==> src/rtl/blink_monitor.sv <==
// Receive-side blinker monitor: synchronizes a toggling input, measures half-periods
// between edges and declares lock. Optional glitch filter: BLINK_MONITOR_GLITCH_FILTER_EN.
module blink_monitor #(
    parameter int CNT_W    = 16,
    parameter int EXP_HALF = 8,
    parameter int TOL      = 1,
    parameter int LOCK_CNT = 4,
    parameter int TIMEOUT  = 64
) (
    input  logic             CLK,
    input  logic             RESETn,
    input  logic             iSig,
    output logic             oEdge,
    output logic [CNT_W-1:0] oHalfPeriod,
    output logic             oValid,
    output logic             oMatch,
    output logic             oLocked,
    output logic             oTimeout
);

    typedef enum logic [1:0] {
        IDLE   = 2'd0,
        ACQ    = 2'd1,
        LOCKED = 2'd2
    } state_t;

    localparam logic [CNT_W-1:0]        CNT_MAX  = '1;
    localparam logic [CNT_W-1:0]        TO_LAST  = CNT_W'(TIMEOUT - 1);
    localparam logic [3:0]              LOCK_N   = 4'(LOCK_CNT);
    localparam logic signed [CNT_W:0]   EXP_S    = (CNT_W+1)'(EXP_HALF);
    localparam logic signed [CNT_W:0]   TOL_S    = (CNT_W+1)'(TOL);

    function automatic logic [CNT_W-1:0] satInc(input logic [CNT_W-1:0] v);
        return (v == CNT_MAX) ? v : v + 1'b1;
    endfunction

    // Extra sign bit keeps meas - EXP_HALF from wrapping for any counter value.
    function automatic logic inTol(input logic [CNT_W-1:0] meas);
        logic signed [CNT_W:0] diff;
        logic signed [CNT_W:0] mag;
        diff = signed'({1'b0, meas}) - EXP_S;
        mag  = (diff < 0) ? -diff : diff;
        return (mag <= TOL_S);
    endfunction

    state_t           state;
    state_t           nextState;
    logic             rSync1;
    logic             rSync2;
    logic             rPrev;
    logic             sigEdge;
    logic             prevNext;
    logic [CNT_W-1:0] rCnt;
    logic [3:0]       rMatch;

    logic [CNT_W-1:0] meas;
    logic             measOk;
    logic [CNT_W-1:0] nextCnt;
    logic [3:0]       nextMatchCnt;
    logic [CNT_W-1:0] nextHalf;
    logic             nextValid;
    logic             nextMatch;
    logic             nextLocked;
    logic             nextTimeout;

`ifdef BLINK_MONITOR_GLITCH_FILTER_EN
    logic rSync3;
    logic stable;

    // A level is accepted only after two identical samples; rPrev holds the accepted level.
    assign stable   = (rSync2 == rSync3);
    assign sigEdge  = stable && (rSync2 != rPrev);
    assign prevNext = stable ? rSync2 : rPrev;

    always_ff @(posedge CLK or negedge RESETn) begin
        if (!RESETn) begin
            rSync3 <= 1'b0;
        end else begin
            rSync3 <= rSync2;
        end
    end
`else
    assign sigEdge  = rSync2 ^ rPrev;
    assign prevNext = rSync2;
`endif

    // Synchronizer and edge-detect stage
    always_ff @(posedge CLK or negedge RESETn) begin
        if (!RESETn) begin
            rSync1 <= 1'b0;
            rSync2 <= 1'b0;
            rPrev  <= 1'b0;
        end else begin
            rSync1 <= iSig;
            rSync2 <= rSync1;
            rPrev  <= prevNext;
        end
    end

    always_ff @(posedge CLK or negedge RESETn) begin
        if (!RESETn) begin
            state       <= IDLE;
            rCnt        <= '0;
            rMatch      <= '0;
            oEdge       <= 1'b0;
            oHalfPeriod <= '0;
            oValid      <= 1'b0;
            oMatch      <= 1'b0;
            oLocked     <= 1'b0;
            oTimeout    <= 1'b0;
        end else begin
            state       <= nextState;
            rCnt        <= nextCnt;
            rMatch      <= nextMatchCnt;
            oEdge       <= sigEdge;
            oHalfPeriod <= nextHalf;
            oValid      <= nextValid;
            oMatch      <= nextMatch;
            oLocked     <= nextLocked;
            oTimeout    <= nextTimeout;
        end
    end

    always_comb begin
        nextState    = state;
        nextMatchCnt = rMatch;
        nextHalf     = oHalfPeriod;
        nextValid    = 1'b0;
        nextMatch    = oMatch;
        nextLocked   = oLocked;
        nextTimeout  = 1'b0;
        meas         = satInc(rCnt);
        measOk       = inTol(meas);
        nextCnt      = sigEdge ? '0 : satInc(rCnt);

        case (state)
            IDLE: begin
                if (sigEdge) begin
                    nextState    = ACQ;
                    nextMatchCnt = '0;
                end
            end
            ACQ, LOCKED: begin
                if (sigEdge) begin
                    nextHalf  = meas;
                    nextValid = 1'b1;
                    nextMatch = measOk;
                    if (!measOk) begin
                        nextState    = ACQ;
                        nextMatchCnt = '0;
                        nextLocked   = 1'b0;
                    end else if (state == ACQ) begin
                        if (rMatch + 4'd1 == LOCK_N) begin
                            nextState  = LOCKED;
                            nextLocked = 1'b1;
                        end
                        nextMatchCnt = rMatch + 4'd1;
                    end
                end else if (rCnt == TO_LAST) begin
                    // An edge in the same cycle takes priority, so timeout only fires here.
                    nextState    = IDLE;
                    nextTimeout  = 1'b1;
                    nextLocked   = 1'b0;
                    nextMatch    = 1'b0;
                    nextMatchCnt = '0;
                end
            end
            default: begin
                nextState    = IDLE;
                nextMatchCnt = '0;
                nextLocked   = 1'b0;
            end
        endcase
    end

endmodule

==> config.mk <==
export PLATFORM = sky130hd
export DESIGN_NAME = blink_monitor
export DESIGN_NICKNAME = d
export VERILOG_FILES = /design/src/rtl/blink_monitor.sv
export SDC_FILE = /design/constraint.sdc
export NUM_CORES = 1
export LEC_CHECK = 0
export CORE_AREA = 4 4 83 85
export CTS_BUF_LIST = sky130_fd_sc_hd__clkbuf_4 sky130_fd_sc_hd__clkbuf_8 sky130_fd_sc_hd__clkbuf_16
export DETAILED_ROUTE_END_ITERATION = 10
export DIE_AREA = 0 0 87 89
export MAX_ROUTING_LAYER = met4
export PLACE_DENSITY = 0.77
export SKIP_CTS_REPAIR_TIMING = 1
export SLEW_MARGIN = 40
export SYNTH_ARGS = -nofsm -noshare
export SYNTH_HDL_FRONTEND = slang
export SYNTH_SLANG_ARGS = --single-unit
==> constraint.sdc <==
create_clock -name CLK -period 3.4 [get_ports CLK]
set_input_delay 0.34 -clock CLK [delete_from_list [all_inputs] [get_ports CLK]]
set_output_delay 0.34 -clock CLK [all_outputs]
set_load 0.02 [all_outputs]
==> flow_summary.json <==
{
  "clk_latency_ps": 300,
  "synth-async-reset-ratio_pct": 100,
  "drt_first_pass_iters": 5,
  "routed-via-count": 2671,
  "fin_skew_ps": 9.21,
  "syn2layout_area_growth_pct": 27.9,
  "critPathTopFamily": "compound AO/OA/AOI/OAI gates",
  "cp-end-kind": "register",
  "max-cap-violations": 0,
  "post_drt_via_cell_ratio": 6.03,
  "cts.clk_slew.worst_paths_ps": 90,
  "nNetsFinal": 377,
  "pwr-share-clk_pct": 24.8,
  "worst_slew_pin_slew_ps": 617,
  "routedWlPerCell_um": 17.3,
  "synth_top_family_by_area": "simple AND/OR/NAND/NOR gates",
  "gr-total-overflow": 0,
  "fin_crit_ps": 3410,
  "swShare_pct": 34.3,
  "rrSetupSlack_ps": -8,
  "synthCells": 316,
  "p_per_area_nw_per_um2": 382,
  "drive_gt1_share_pct": 25.4,
  "outcome": "finished with violations",
  "yosysMostFrequentCell": "dfrtp_1",
  "hp-class": "input port to asynchronous set/reset pin",
  "critPathArrivalTime_ps": 3610,
  "relSlewSlack_pct": 58.4,
  "slowest_stage": "dfrtp_2",
  "antenna_found_initial": 0,
  "setup_slack_ps": -8.27,
  "r2r-end": "state[1]",
  "max_freq_mhz": 293,
  "syn-num-nets": 328,
  "die_x_um": 87,
  "rsz0062_at_grt": "true",
  "crit_required_ps": 3600,
  "synth-simple-area-share_pct": 26.7,
  "whs_ps": 29.0,
  "combPwrFrac_pct": 30.9,
  "core_area_um2": 6200,
  "dp_hpwl_mm": 5.56,
  "path_cells": "buf_4, nand4_2, or3_1, o31ai_1, o211ai_1, and4bb_1, xnor2_1, nor2_1, o2111ai_4, o22ai_2, a22o_1",
  "postSynthAreaPerCell_um2": 9.08,
  "wl_mm": 7.68,
  "setup-violations-final": 1,
  "io_pins": 24,
  "post-route-period-util_pct": 100,
  "startpoint_type": "register",
  "netlist_area_um2": 2870,
  "cts_num_sinks": 46,
  "switchingPower_w": 0.000481,
  "synth_edf_count": 0,
  "cp_num_buf_inv": 1,
  "grt_start_max_net_pins": 47,
  "root_buffer": "clkbuf_8",
  "leakage_nw": 1.54,
  "grt_pass1_wl_mm": 12.3,
  "yosys_warnings": 0,
  "tritoncts": "done",
  "yosysSeqAreaShare_pct": 40.1,
  "dieArea_um2": 7740,
  "drc_errors": 0,
  "die_y_um": 89,
  "muxShareOfSynthArea_pct": 2.57,
  "n_antenna_cell": 0,
  "cp_max_fo": 7,
  "max_stage_delay_ps": 450,
  "port_buffers": 23,
  "r2r_start": "rCnt[2]",
  "seqPwrFrac_pct": 44.3,
  "peakVddDrop_uv": 364,
  "path_class": "register to register",
  "synth-compound-area-share_pct": 19.5,
  "htreeDepth": 2,
  "rows": 29,
  "drtIter0Drc": 210,
  "synth_area_leader_cell": "dfrtp_1",
  "hold_viol": 0,
  "synth_fa_ha_area_share_pct": 3.92,
  "grt_pass1_vias": 2458,
  "p_int_w": 0.000921,
  "synth_top_area_share_pct": 40.1,
  "ys_types": 63,
  "gp_congestion": 0.972,
  "dp_slack_ps": -30.0,
  "ys_seq_elements": 46,
  "grt_usage_pct": 21.0,
  "rr_worst_depth": 11,
  "slew_violations": 0,
  "failed_checks": "negative setup slack",
  "initial_utilization_pct": 46.3,
  "synth_commonest_cells": "dfrtp_1 (46), nand2_1 (40), o21ai_0 (32)",
  "synthXorXnorAreaFrac_pct": 2.75,
  "antenna_left": 0,
  "cts_buffers": 5,
  "ys.flop_type": "dfrtp_1",
  "synth_area_leaders": "dfrtp_1 (40%), o21ai_0 (5.6%), nand2_1 (5.2%)",
  "clk_path_buf_depth": 2,
  "final_util_pct": 59.2
}
## logic make-up after synthesis
logic type | count (synthesis)
XOR/XNOR | 9
buffers and inverters | 25
flip-flops | 46
AND/OR/NAND/NOR | 142
AO/OA/AOI/OAI | 79
multiplexers | 6
adder cells (fa/ha/maj) | 9
## power groups by stage
stage	logic (W)	clock network, W	registers (W)
floorplan	0.000208	0	0.000662
global placement	0.000374	0	0.000627
detailed placement	0.000382	0	0.000629
CTS	0.000386	0.000356	0.000620
global route	0.000474	0.000381	0.000625
finish	0.000433	0.000348	0.000621
## worst reg2reg max path, cell delays in order, from the launching register on
cell and delay, ps:
dfrtp_2 450, buf_4 170, nand4_2 210, or3_1 440, o31ai_1 350, o211ai_1 280, and4bb_1 350, xnor2_1 170
nor2_1 160, o2111ai_4 320, o22ai_2 140, a22o_1 240
## through the flow
step                std cells  setup TNS, ps  instance area (µm²)  power (W)
floorplan                 316              0                 2910   0.000870
global placement          432              0                 3390    0.00100
detailed placement        432          -82.6                 3390    0.00101
CTS                       440           -310                 3490    0.00136
global route              443           -570                 3670    0.00148
finish                    443          -8.27                 3670    0.00140
## per-layer routing
metal | vias to the layer above | part of all wire, % | routed length (µm) | GRT usage (%)
li1 | 1260 | - | - | -
met1 | 1289 | 46 | 3510 | 28.3
met2 | 105 | 47 | 3580 | 32.0
met3 | 17 | 6.0 | 459 | 4.33
met4 | 0 | 1.7 | 131 | 6.09
met5 | - | 0 | 0 | -
## cell usage in the layout (no fill, tap or decap), types with 3 or more instances in the layout
master / instances
inv_1: 7
o31ai_1: 3
nor2_1: 31
nor3_1: 6
clkdlybuf4s50_1: 22
ha_1: 7
o21ai_1: 4
a21oi_1: 4
and4_1: 4
nor4_1: 6
nor4_2: 3
o21ai_0: 27
clkbuf_8: 6
nand4_1: 5
nor2b_1: 3
dfrtp_1: 40
nand2_1: 40
o22ai_2: 3
o211ai_1: 3
xnor2_1: 7
mux2i_1: 3
and3_1: 5
a21o_1: 3
dfrtp_2: 6
a22o_1: 4
nand3_1: 12
buf_4: 37
## worst max path at each step
stage	startpoint	end	cells past startpoint
global route	rCnt[2]	state[1]	11
finish	rCnt[2]	state[1]	11
detailed placement	rCnt[1]	state[1]	14
floorplan	rCnt[0]	oLocked	15
CTS	rCnt[1]	oLocked	14
global placement	rCnt[0]	state[0]	15
## final cells by class
type / instances / area [µm²]
tap: 77 / 96.3
multi-input combinational: 245 / 1790
inverter: 7 / 26.3
clock inverter: 2 / 12.5
sequential: 46 / 1160
clock buffer: 6 / 82.6
fill: 495 / 2530
timing repair buffer: 60 / 509
## flip-flops by register name (all words and copies together), names as in the netlist
signal	cells
rCnt	16
rPrev	1
oMatch	1
rSync1	1
state	2
oEdge	1
oValid	1
oLocked	1
oHalfPeriod	16
prevNext	1
rMatch	4
oTimeout	1
(Power assumes the default switching activity.)
